`src/rtl/motor_drive.sv`:
```
// motor_drive: soft-start scaling, steering mix and deadband compensation feeding period-synchronous PWM for two motor bridges
module motor_drive #(
  parameter logic [10:0] MIN_DUTY = 11'd160,
  parameter int STEER_SHIFT = 3
) (
  input  logic        clk,
  input  logic        rst,
  input  logic        pwr_up,
  input  logic        vld,
  input  logic [11:0] PID_cntrl,
  input  logic [7:0]  ss_tmr,
  input  logic        en_steer,
  input  logic [11:0] steer_pot,
  output logic [11:0] lft_spd,
  output logic [11:0] rght_spd,
  output logic        lft_pwm,
  output logic        rght_pwm,
  output logic        lft_rev,
  output logic        rght_rev
);
  logic clr, v1, v2, l_dir, r_dir;
  logic signed [19:0] prod;
  logic signed [12:0] off;
  logic [13:0] l_sum, r_sum;
  logic [11:0] ss_spd;
  logic [10:0] cnt, l_sh, r_sh, l_act, r_act;
  function automatic logic [11:0] sat12(input logic [13:0] s);
    return (s[13] && !(&s[12:11])) ? 12'h800 : (!s[13] && |s[12:11]) ? 12'h7FF : s[11:0];
  endfunction
  function automatic logic [10:0] duty_of(input logic [11:0] spd);
    logic [12:0] mag, sum;
    mag = spd[11] ? 13'd0 - {spd[11], spd} : {1'b0, spd};
    sum = mag + {2'b00, MIN_DUTY};
    return (spd == 12'd0) ? 11'd0 : (sum > 13'd2047) ? 11'h7FF : sum[10:0];
  endfunction
  assign clr = rst | ~pwr_up;
  assign prod = $signed(PID_cntrl) * $signed({1'b0, ss_tmr});
  assign off = en_steer ? ($signed({1'b0, steer_pot} - 13'h800) >>> STEER_SHIFT) : 13'sd0;
  assign l_sum = {{2{ss_spd[11]}}, ss_spd} + {off[12], off};
  assign r_sum = {{2{ss_spd[11]}}, ss_spd} - {off[12], off};
  always_ff @(posedge clk) begin
    if (clr) begin
      {v1, v2, ss_spd, lft_spd, rght_spd} <= '0;
      {l_sh, r_sh, l_dir, r_dir, l_act, r_act, lft_rev, rght_rev} <= '0;
      {cnt, lft_pwm, rght_pwm} <= '0;
    end else begin
      cnt <= cnt + 11'd1;
      v1 <= vld;
      v2 <= v1;
      if (vld) ss_spd <= 12'(prod >>> 8);
      if (v1) begin
        lft_spd <= sat12(l_sum);
        rght_spd <= sat12(r_sum);
      end
      if (v2) begin
        l_sh <= duty_of(lft_spd);
        r_sh <= duty_of(rght_spd);
        l_dir <= lft_spd[11];
        r_dir <= rght_spd[11];
      end
      // a direction change idles the bridge for one full period before driving the other way
      if (&cnt) begin
        lft_rev <= l_dir;
        rght_rev <= r_dir;
        l_act <= (l_dir != lft_rev) ? 11'd0 : l_sh;
        r_act <= (r_dir != rght_rev) ? 11'd0 : r_sh;
      end
      lft_pwm <= cnt < l_act;
      rght_pwm <= cnt < r_act;
    end
  end
endmodule

```
`config.mk`:
```
export PLATFORM = sky130hd
export DESIGN_NAME = motor_drive
export DESIGN_NICKNAME = d
export VERILOG_FILES = /design/src/rtl/motor_drive.sv
export SDC_FILE = /design/constraint.sdc
export NUM_CORES = 1
export LEC_CHECK = 0
export BUFFER_PORTS_ARGS = -buffer_cell sky130_fd_sc_hd__buf_4
export CAP_MARGIN = 20
export CORE_AREA = 4 4 138 140
export DETAILED_ROUTE_END_ITERATION = 12
export DIE_AREA = 0 0 142 144
export GPL_TIMING_DRIVEN = 0
export HOLD_SLACK_MARGIN = 0.1
export PLACE_DENSITY_LB_ADDON = 0.15
export SKIP_LAST_GASP = 1
export SYNTH_ARGS = -nofsm -noshare
export SYNTH_HDL_FRONTEND = slang
export SYNTH_SLANG_ARGS = --single-unit
```
`constraint.sdc`:
```
create_clock -name clk -period 7.4 [get_ports clk]
set_input_delay 1.48 -clock clk [delete_from_list [all_inputs] [get_ports clk]]
set_output_delay 1.48 -clock clk [all_outputs]
set_load 0.1 [all_outputs]
```
==> results.py <==
metrics = {
    "finish": {
        "drive_gt1_share_pct": 10.8,
        "design_area_mm2": 0.0107,
        "final_cells": 1437,
        "multiInputGateArea_mm2": 0.00675,
        "seqCellArea_mm2": 0.00198,
        "final_nets": 1402,
        "nFillCells": 1635,
        "syn2layout_area_growth_pct": 10.9,
    },
    "sta": {
        "relSlewSlack_pct": 56.8,
        "report.final.slew_viol_count": 0,
        "hold_slack_ns": 0.450,
        "setup_viol": 0,
        "hold_violations": 0,
        "period_share_pct": 85.3,
        "rsz0062_at_grt": "false",
        "tightest_slew_ns": 0.648,
        "clock.fmax_mhz": 158,
        "worst_clock_skew_ns": 0.00826,
        "setup_tns_ns": 0,
        "finalCriticalPeriod_ns": 6.31,
    },
    "clock_tree": {
        "cts_buffers": 9,
        "clk-insertion-delay-late_ns": 0.35,
        "hold_buffers": 0,
        "clk_path_buf_depth": 2,
        "post_cts_buffers": 0,
        "clk_pin_slew_ns": 0.08,
        "cts_htree_levels": 3,
        "clkSinkCount": 99,
        "cts-root-buf": "clkbuf_16",
        "cts_resized": 0,
        "cts_tree": "yes",
    },
    "setup_path": {
        "cp-start-kind": "input port",
        "worstSetupPathType": "input port to flop",
        "critPathSlowestCell": "fa_1",
        "crit_buf_inv": 5,
        "path_cells": "buf_4 > clkbuf_1 > nand2_1 > fa_1 > inv_1 > fa_1 > inv_1 > fa_1 > inv_1 > fa_1 > ha_1 > nor4_1 > o21ai_1 > a41oi_1 > o221ai_1 > a311oi_1 > o21bai_1 > xnor2_1 > a21oi_1",
        "max_stage_delay_ns": 0.56,
        "crit_family": "adder cells",
        "cp.arrival_ns": 6.52,
        "required_ns": 7.61,
        "cp-end-kind": "flop",
        "rr_worst_depth": 13,
        "crit_cells": 19,
        "path_max_fanout": 10,
        "cp_common_cell": "fa_1",
    },
    "routing": {
        "wl_per_cell_um": 14.7,
        "drtAntennaViolNets": 0,
        "viasPerCell": 5.37,
        "first_iter_violations": 320,
        "post-route-drc-count": 0,
        "wl_mm": 21.1,
        "drtPass1Iterations": 5,
        "vias": 7720,
    },
    "grt": {
        "grt.overflow.total": 0,
        "grt_max_degree": 20,
        "grt_use_total_pct": 21.8,
        "grt_pass1_vias": 7615,
        "grt_pass1_wl_mm": 36.7,
        "antenna_found_initial": 0,
    },
    "die": {
        "start_util_pct": 53.9,
        "die_w_um": 142,
        "row_count": 49,
        "dieHeight_um": 144,
        "core_mm2": 0.0178,
        "die-area_mm2": 0.0204,
        "ios": 65,
    },
    "synth": {
        "yosys.area_share.xor_xnor_pct": 6.04,
        "synthAdderAreaFrac_pct": 27.2,
        "synth_top_family_by_area": "adder cells",
        "syn-cell-area_mm2": 0.00962,
        "synth_area_leaders": "dfxtp_1 (21%), fa_1 (16%), ha_1 (11%)",
        "synthMuxAreaShare_pct": 1.14,
        "netlist.area_leader.share_pct": 20.6,
        "synth-async-reset-ratio_pct": 0,
        "synth_compound_area_share_pct": 17.3,
        "synthSimpleGateAreaFrac_pct": 18.4,
        "ys_warn_count": 0,
        "avgSynthCellArea_um2": 8.50,
        "ys_top_cells_by_count": "inv_1 (151), nand2_1 (120), dfxtp_1 (99)",
        "ys.flop_type": "dfxtp_1",
        "synth_cells": 1132,
        "synth_edf_count": 0,
        "synth_cell_type_count": 82,
        "yosys.area.top_type": "dfxtp_1",
        "synth-seq-cells": 99,
        "synth_fp_nets": 1332,
        "yosysMostFrequentCell": "inv_1",
        "yosysSeqAreaShare_pct": 20.6,
    },
    "place": {
        "gp_congestion": 0.867,
        "numPlacedInstances": 1420,
        "hpwl_mm": 17.3,
        "place_area_mm2": 0.0103,
        "port_buffers": 59,
    },
    "pwr": {
        "powerDensity_mw_per_mm2": 251,
        "irDropWorstVdd_mv": 0.254,
        "p_leak_nw": 4.77,
    },
    "flow_run": {
        "maxCapViolations": 0,
    },
    "outcome": {
        "outcome": "complete, no violations",
    },
    "min_path": {
        "hold_class": "flop to flop",
        "hold_depth": 2,
    },
}
flip-flops by register name (all words and copies together) (netlist names):
register / cells
lft_spd: 12
lft_rev: 1
v1: 1
l_sh: 11
l_dir: 1
r_sh: 11
lft_pwm: 1
l_act: 11
v2: 1
rght_rev: 1
rght_spd: 12
rght_pwm: 1
ss_spd: 12
r_dir: 1
r_act: 11
cnt: 11
logic make-up after synthesis:
family | count (synthesis)
buf+inv | 205
mux | 11
xor+xnor | 62
simple gates | 350
flops | 99
fa+ha+maj | 163
compound gates | 242
where the power goes:
part | internal [mW] | leakage, nW | switching (mW)
combinational | 0.668 | 3.81 | 0.891
clock | 0.272 | 0.153 | 0.227
sequential | 0.566 | 0.799 | 0.0482
total | 1.51 | 4.77 | 1.17
path summary, 6_finish.rpt:
path / startpoint / end / slack [ns]
worst max-delay path: ss_tmr[2] / ss_spd[11]$_SDFFE_PP0P_ / 1.09
worst min-delay path: r_act[4]$_SDFFE_PP0P_ / r_act[4]$_SDFFE_PP0P_ / 0.45
worst max register to register: rght_spd[1]$_SDFFE_PP0P_ / r_sh[3]$_SDFFE_PP0P_ / 4.13
worst min register to register: r_act[4]$_SDFFE_PP0P_ / r_act[4]$_SDFFE_PP0P_ / 0.45
layer usage:
layer  share of wire [%]  vias up  wire (um)  global-route usage [%]
li1                    -     3897          -                       -
met1                  47     3671       9930                    29.8
met2                  48      132      10200                    36.9
met3                 3.2       20        685                    3.27
met4                 1.4        0        297                    5.15
met5                   0        -          0                       0
worst register-to-register path: stages, from the launching register on:
cell and delay (ns):
dfxtp_1 0.55, inv_1 0.11, ha_1 0.23, nor2b_1 0.21, a21oi_1 0.21, xor2_1 0.27, ha_1 0.27, a2111o_1 0.15
o21a_1 0.13, a41oi_1 0.11, o31a_2 0.35, a21boi_2 0.18, a211o_2 0.36, o21ai_1 0.08
stage by stage:
| stage | power, mW | utilization, % | worst slack, ns |
|---|---|---|---|
| global route | 2.94 | 59.8 | 0.679 |
| CTS | 2.70 | 59.8 | 1.06 |
| finish | 2.67 | 59.8 | 1.09 |
| detailed placement | 2.19 | 58.0 | 0.682 |
| global placement | 2.17 | 58.0 | 0.774 |
| floorplan | 1.87 | - | 1.51 |
layout make-up:
class / count / area share, %
Antenna cell: 1 / 0.0235
Buffer: 53 / 2.99
Clock buffer: 9 / 2.11
Clock inverter: 7 / 0.880
Inverter: 152 / 5.35
Multi-Input combinational cell: 828 / 63.2
Sequential cell: 99 / 18.6
Tap cell: 229 / 2.69
Timing Repair Buffer: 59 / 4.15
cells in the final DEF, fill, tap and decap left out, types with 4 or more instances in the layout:
master / synthesis / layout
ha_1: 86 / 86
nand2b_1: 10 / 10
buf_4: 2 / 61
fa_1: 77 / 77
a21oi_1: 84 / 84
inv_1: 151 / 151
o21bai_1: 8 / 8
o21ai_1: 11 / 11
a31oi_1: 13 / 13
a41oi_1: 4 / 4
clkbuf_16: 0 / 9
nor2b_1: 13 / 13
nand3_1: 31 / 31
nor2_1: 62 / 62
xnor2_1: 39 / 39
a22oi_2: 9 / 9
buf_6: 8 / 8
o21ai_0: 30 / 30
nand2_1: 120 / 120
mux2i_1: 11 / 11
xor2_1: 18 / 18
clkbuf_1: 36 / 36
nor3_1: 9 / 9
o21a_1: 7 / 7
or3_1: 9 / 9
a311oi_1: 4 / 4
a21o_1: 25 / 25
and2_1: 61 / 61
a22oi_1: 5 / 5
clkbuf_8: 5 / 5
dfxtp_1: 99 / 99
a211oi_1: 7 / 7
No activity file was read; power rests on OpenSTA's default activity.
